`src/rtl/signal_enc_pkg.sv`:
```
// Shared constants and types for the SIGNAL-field convolutional encoder.
// The generator constants are also used by the DATA-field encoder.
package signal_enc_pkg;

  localparam int SIGNAL_BITS = 24;
  localparam int TAIL_BITS   = 6;
  localparam int CNT_W       = 5;

  // Bit 6 of each generator taps the current input, bit 0 the oldest history bit.
  localparam logic [6:0] G0 = 7'o133;
  localparam logic [6:0] G1 = 7'o171;

  typedef enum logic {
    IDLE = 1'b0,
    BUSY = 1'b1
  } state_t;

endpackage

```
`src/rtl/conv_encoder_k7.sv`:
```
// Rate-1/2, K=7 convolutional encoder core: 6-bit history with enable and clear.
// The coded pair {A,B} is combinational from the current bit and the history.
module conv_encoder_k7
  import signal_enc_pkg::*;
(
  input  logic       clk,
  input  logic       rst_n,
  input  logic       i_clr,
  input  logic       i_en,
  input  logic       i_bit,
  output logic [1:0] o_pair
);

  logic [6:1] r_hist;
  logic [6:0] w_win;

  always_ff @(posedge clk or negedge rst_n) begin
    if (!rst_n) begin
      r_hist <= '0;
    end else if (i_clr) begin
      r_hist <= '0;
    end else if (i_en) begin
      r_hist <= {r_hist[5:1], i_bit};
    end
  end

  // Window ordered to line up with the generator masks: current bit at the MSB.
  assign w_win  = {i_bit, r_hist[1], r_hist[2], r_hist[3], r_hist[4], r_hist[5], r_hist[6]};
  assign o_pair = {^(w_win & G0), ^(w_win & G1)};

endmodule

```
`src/rtl/signal_conv_encoder.sv`:
```
// Serialises the 24-bit SIGNAL field MSB first and emits 24 coded pairs
// through a valid/ready handshake; tail and parity problems are flagged only.
module signal_conv_encoder
  import signal_enc_pkg::*;
(
  input  logic                   clk,
  input  logic                   rst_n,
  input  logic [SIGNAL_BITS-1:0] signal_in,
  input  logic                   in_valid,
  output logic                   in_ready,
  output logic [1:0]             out_bits,
  output logic                   out_valid,
  input  logic                   out_ready,
  output logic                   out_last,
  output logic                   tail_err,
  output logic                   parity_err
);

  localparam logic [CNT_W-1:0] LAST_IDX = CNT_W'(SIGNAL_BITS - 1);

  state_t                 r_state;
  state_t                 w_state_next;
  logic [SIGNAL_BITS-1:0] r_sr;
  logic [CNT_W-1:0]       r_cnt;
  logic                   r_tail_err;
  logic                   r_parity_err;
  logic                   w_busy;
  logic                   w_accept;
  logic                   w_fire;
  logic [1:0]             w_pair;

  assign w_busy   = (r_state == BUSY);
  assign w_accept = !w_busy && in_valid;
  assign w_fire   = w_busy && out_ready;

  always_ff @(posedge clk or negedge rst_n) begin
    if (!rst_n) begin
      r_state <= IDLE;
    end else begin
      r_state <= w_state_next;
    end
  end

  always_comb begin
    w_state_next = r_state;
    case (r_state)
      IDLE:    if (in_valid) w_state_next = BUSY;
      BUSY:    if (out_ready && (r_cnt == LAST_IDX)) w_state_next = IDLE;
      default: w_state_next = IDLE;
    endcase
  end

  always_ff @(posedge clk or negedge rst_n) begin
    if (!rst_n) begin
      r_sr         <= '0;
      r_cnt        <= '0;
      r_tail_err   <= 1'b0;
      r_parity_err <= 1'b0;
    end else if (w_accept) begin
      r_sr         <= signal_in;
      r_cnt        <= '0;
      r_tail_err   <= |signal_in[TAIL_BITS-1:0];
      r_parity_err <= ^signal_in[SIGNAL_BITS-1:TAIL_BITS];
    end else if (w_fire) begin
      r_sr         <= {r_sr[SIGNAL_BITS-2:0], 1'b0};
      r_cnt        <= r_cnt + 1'b1;
    end
  end

  // History is cleared on accept so every frame starts from the all-zero state.
  conv_encoder_k7 u_enc (
    .clk    (clk),
    .rst_n  (rst_n),
    .i_clr  (w_accept),
    .i_en   (w_fire),
    .i_bit  (r_sr[SIGNAL_BITS-1]),
    .o_pair (w_pair)
  );

  assign in_ready   = !w_busy;
  assign out_valid  = w_busy;
  assign out_bits   = w_busy ? w_pair : 2'b00;
  assign out_last   = w_busy && (r_cnt == LAST_IDX);
  assign tail_err   = r_tail_err;
  assign parity_err = r_parity_err;

endmodule

```
`config.mk`:
```
export PLATFORM = sky130hd
export DESIGN_NAME = signal_conv_encoder
export DESIGN_NICKNAME = d
export VERILOG_FILES = /design/src/rtl/signal_enc_pkg.sv /design/src/rtl/conv_encoder_k7.sv /design/src/rtl/signal_conv_encoder.sv
export SDC_FILE = /design/constraint.sdc
export NUM_CORES = 1
export LEC_CHECK = 0
export ABC_AREA = 1
export BUFFER_PORTS_ARGS = -buffer_cell sky130_fd_sc_hd__buf_2
export CAP_MARGIN = 20
export CELL_PAD_IN_SITES_DETAIL_PLACEMENT = 0
export CELL_PAD_IN_SITES_GLOBAL_PLACEMENT = 1
export CORE_ASPECT_RATIO = 1.25
export CORE_UTILIZATION = 37
export CTS_CLUSTER_SIZE = 20
export DETAILED_ROUTE_END_ITERATION = 6
export PLACE_DENSITY_LB_ADDON = 0.2
export SLEW_MARGIN = 20
export SYNTH_ARGS = -nofsm -noshare
export SYNTH_HDL_FRONTEND = slang
export SYNTH_SLANG_ARGS = --single-unit
```
`constraint.sdc`:
```
create_clock -name clk -period 1.15 [get_ports clk]
set_clock_uncertainty 0.05 [all_clocks]
set_input_delay 0.0575 -clock clk [delete_from_list [all_inputs] [get_ports clk]]
set_output_delay 0.0575 -clock clk [all_outputs]
set_load 0.05 [all_outputs]
```
After elaboration in Yosys (flattened, before gate mapping)
Cells that the tools add are included.
- input bits: 28
- word-level logic and storage cells: 29
- ROM bits: 0
- RAM bits: 0
- bits in latches: 0
- output and inout port bits: 7
- memories kept: 0
- register bits: 38
- divide/modulo/power cells: 0
- add/subtract/negate cells: 1
- order comparisons: 0
- $mul: 0
- reductions and logical operators: 10
- multiplexer cells: 10
- bitwise gates (word level): 1
- equal/unequal tests: 1
- shift operators: 0
- operators with widths (kind ; count):
    24-bit 2-to-1 mux ; 2
    18-bit parity ; 1
    7-bit parity ; 2
    6-bit 2-to-1 mux ; 2
    5-bit 2-to-1 mux ; 2
    6-bit OR reduction ; 1
    5-bit by 1-bit adder with 5-bit output (second input constant) ; 1
    5-bit equality test (second input constant) ; 1
    1-bit logical AND ; 4
    1-bit 2-to-1 mux ; 2
    2-bit 2-to-1 mux ; 1
    1-bit case mux with 2 select lines ; 1
    2-bit nonzero test ; 1
    1-bit logical NOT ; 1
    1-bit inverter ; 1

Depth between registers and ports, before layout
- word-level depth: 4
- gate-level depth with buffers: 11
- mapped depth without buffers: 11

Hierarchy
A second synthesis with hierarchy kept.
- cells, all modules: 302
- area, all modules: 2275.9 um2
- modules (own cells, without submodules) (module ; sequential area each (um2) ; cells each ; times used ; area an instance (um2)):
    signal_conv_encoder ; 800.8 ; 252 ; 1 ; 1886.8
    conv_encoder_k7 ; 150.1 ; 50 ; 1 ; 389.1

Least setup slack after synthesis
OpenSTA, ideal clock, no wires.
- path type: reg2out
- from: register r_state (netlist: out_valid)
- to: output port out_bits[0]
- stages on the path, launching flop included: 3
- required time: 1.043 ns
- slack: -0.635 ns
- data arrival time: 1.678 ns
- buffers on the path: 0
- path through: dfrtp_1 > inv_2 > nor2_1
- longest elaborated chain between the ends: 1
- RTL lines (item ; RTL line ; RTL):
    from (decl) ; signal_conv_encoder.sv:21 ; state_t r_state;
    from (signal assigned) ; signal_conv_encoder.sv:40 ; r_state <= w_state_next;
    2-bit 2-to-1 mux ; signal_conv_encoder.sv:82 ; assign out_bits = w_busy ? w_pair : 2'b00;
    to (decl) ; signal_conv_encoder.sv:11 ; output logic [1:0] out_bits,
Every way passes these cells.

Worst setup path in the final report
- from: register u_enc.r_hist[2] (netlist bit)
- to: output port out_bits[0]
- longest elaborated chain between the ends: 2
- RTL lines (item ; RTL line ; RTL):
    from (decl) ; conv_encoder_k7.sv:14 ; logic [6:1] r_hist;
    from (signal assigned) ; conv_encoder_k7.sv:23 ; r_hist <= {r_hist[5:1], i_bit};
    7-bit parity ; conv_encoder_k7.sv:29 ; assign o_pair = {^(w_win & G0), ^(w_win & G1)};
    2-bit 2-to-1 mux ; signal_conv_encoder.sv:82 ;
Every way passes these cells.

==> results.yml <==
global_routing:
  vias_in_the_first_global_route: 2184
  global_route_wire_length_before_repair_um: 9730
  antenna_violations_before_repair: 0
  pin_count_of_the_biggest_net_entering_global_routing: 22
  global_route.usage.met3_pct: 3.29
  grtUsageTotal_pct: 20.8
  groute.layer.met2.usage_pct: 38.6
  gr-usage-met1_pct: 23.6
  grt.overflow.total: 0
  grt_most_used_layer: "met2"
setup_path:
  path_common_cell: "xor2_2"
  rr_startpoint: "out_valid"
  worstSetupPathType: "flip-flop to output port"
  path_cells: "xnor2_2, xor2_2, xor2_2, nor2_4, buf_6"
  timing.critical_path.arrival_ps: 1520
  reg2reg_slack_ps: -170
  cp_max_fo: 2
  reg2regPathDepth: 7
  worst_ep_required_time_ps: 1040
  regToRegEndpoint: "r_sr[18]"
  critical-path-slowest-cell: "dfrtp_1"
  critical_path.endpoint_type: "output port"
  timing.critical_path.slowest_cell_delay_ps: 410
  kind_of_start_point_of_the_critical_path: "flip-flop"
floorplan:
  die_height_um: 86.1
  placeableCoreArea_um2: 5440
  cell_rows: 30
  horizontal_extent_of_the_die_um: 69.3
  die_area_um2: 5970
  pin_count: 35
  initial_cell_density_of_the_core_pct: 38.5
placement:
  place.detailed.instances: 384
  place_hpwl_um: 3360
  gp_congestion: 0.692
  buffer_ports.inserted: 34
sta:
  max_slew.worst_pin.slew_ps: 264
  max_slew_violation_total_from_the_final_report: 0
  final.period_utilization_pct: 141
  timing.fmax_mhz: 616
  unrepaired_setup_endpoints_after_global_routing: "true"
  final.min_clock_period_ps: 1620
  timing_hold_violations_final: 0
  slew_headroom_pct: 82.3
  fin_ws_ps: -473
  count_of_final_setup_violators: 43
power:
  power_density_relative_to_cell_area_nw_per_um2: 1640
  cellLeakagePower_nw: 1.65
  fin_total_pwr_mw: 6.00
  ir_worst_vdd_mv: 0.839
final_layout:
  flow.area_growth_from_synthesis_pct: 75.3
  commonest_cells_after_routing_fill_and_taps_aside: "nand2_1, dfrtp_1, buf_2, inv_1, dlygate4sd3_1"
  final_common_cell: "nand2_1"
  instances_no_fill: 431
  drive_gt1_share_pct: 46.6
  antennaDiodeCount: 0
  layout.nets: 395
  final.fill_count: 420
clock_tree:
  tritoncts.num_buffers: 5
  cts.root.buffer_cell: "clkbuf_8"
  clk_pin_slew_ps: 80
  cts_num_sinks: 38
  clockBufferDepth: 2
  cts-htree-levels: 2
  clkLatencyLatePin_ps: 290
  cts_tree: "done"
synthesis:
  mapped_area_um2: 2090
  synth-warning-count: 0
  synth.distinct_cells: 29
  total_nets_after_synthesis: 301
  yosysSeqAreaShare_pct: 45.4
  ys_seq_elements: 38
  netlist_instances: 272
  postSynthAreaPerCell_um2: 7.70
hold_path:
  hold_path_end: "r_sr[23]"
  hold_path_depth: 3
  min_delay_src: "signal_in[23]"
  hold_class: "input pin to flip-flop"
routing:
  iteration_count_of_the_initial_detailed_routing_pass: 4
  drcViolationCount: 0
  wire_length_after_detailed_routing_um: 5660
  drt_iter0_drc: 50
  drt-vias-per-instance: 4.85
  wl_per_cell_um: 13.1
  route.vias.total: 2092
  antenna_violating_nets_post_route: 0
flow_run:
  drv_cap: 0
outcome:
  outcome: "finished with violations"
  violations: "negative setup slack"
state kept, by name, indices dropped and copies added, names as in the netlist:
signal / cells
parity_err: 1
u_enc.r_hist: 6
r_cnt: 5
tail_err: 1
r_sr: 24
out_valid: 1
synthesized netlist by cell type, drive strengths merged:
master	n	area, um2
xnor2	7	61.3
inv	28	108
clkbuf	5	20.0
dfrtp	38	951
nand3b	2	15.0
a21oi	25	133
nor2	33	145
buf	5	43.8
ha	1	12.5
a31oi	1	6.26
nand2	79	304
xor2	5	43.8
nand3	4	20.0
a32o	1	10.0
nor3	1	5.00
o31ai	1	7.51
o21ai	26	134
o22ai	10	75.1
report_power, final:
group | total [mW] | internal [mW] | switching (mW)
logic | 2.79 | 1.36 | 1.43
clock network | 1.12 | 0.638 | 0.478
registers | 2.10 | 1.74 | 0.364
total | 6.00 | 3.73 | 2.27
layout make-up:
class	instances	area (um2)	area share (%)
Clock buffer	5	68.8	1.87
Clock inverter	3	40.0	1.09
Inverter	28	135	3.68
Multi-Input combinational cell	196	1370	37.3
Sequential cell	38	955	26.0
Tap cell	64	80.1	2.18
Timing Repair Buffer	97	1020	27.9
worst max path at each step:
stage,start,end,slack [ps],cells past startpoint
3_5_place_dp,u_enc.r_hist[3],out_bits[1],-350,5
3_3_place_gp,u_enc.r_hist[3],out_bits[1],-270,5
6_report,u_enc.r_hist[2],out_bits[0],-470,5
5_1_grt,u_enc.r_hist[2],out_bits[0],-550,5
2_1_floorplan,u_enc.r_hist[2],out_bits[0],-260,4
4_1_cts,r_sr[23],out_bits[0],-520,5
repair_timing:
action / in CTS / in global routing
gates cloned: 8 / 0
setup buffers: 11 / 4
hold buffers: 21 / 0
endpoints found under the hold margin: 58 / 0
gates resized for setup: 124 / 17
pin swaps: 20 / 12
endpoints found under the setup margin: 42 / 43
per-stage QoR:
stage / worst slack [ps] / instance area [um2] / util (%) / setup TNS, ps / hold WS [ps]
after floorplan: -255 / 2180 / - / -8350 / -288
after global placement: -266 / 2610 / 48.0 / -4490 / -143
after detailed placement: -346 / 2610 / 48.0 / -4640 / -149
after CTS: -517 / 3650 / 67.1 / -7130 / 0.344
after global routing: -548 / 3670 / 67.4 / -8980 / 8.54
final: -473 / 3670 / 67.4 / -6060 / 4.33
cell families after synthesis:
kind of cell / count (synthesis) / synth area share [%]
AOI/OAI and AO/OA: 64 / 17.4
xor gates and xnor gates: 12 / 5.02
adders and majority gates: 1 / 0.597
buffers and inverters: 38 / 8.18
DFF: 38 / 45.4
and+or+nand+nor: 119 / 23.4
per-layer routing:
layer / vias to the layer above / part of all wire [%] / wire length [um]
met5: - / 0 / 0
met4: 0 / 1.5 / 85
met3: 7 / 1.8 / 104
met2: 31 / 55 / 3110
met1: 993 / 42 / 2370
li1: 1061 / - / -
critical path, delay by kind of cell (launching register included):
family,cells,cell delay [ps]
xor gates and xnor gates,3,620
and+or+nand+nor,1,40
DFF,1,410
buffers and inverters,1,140
(Power assumes the default switching activity.)
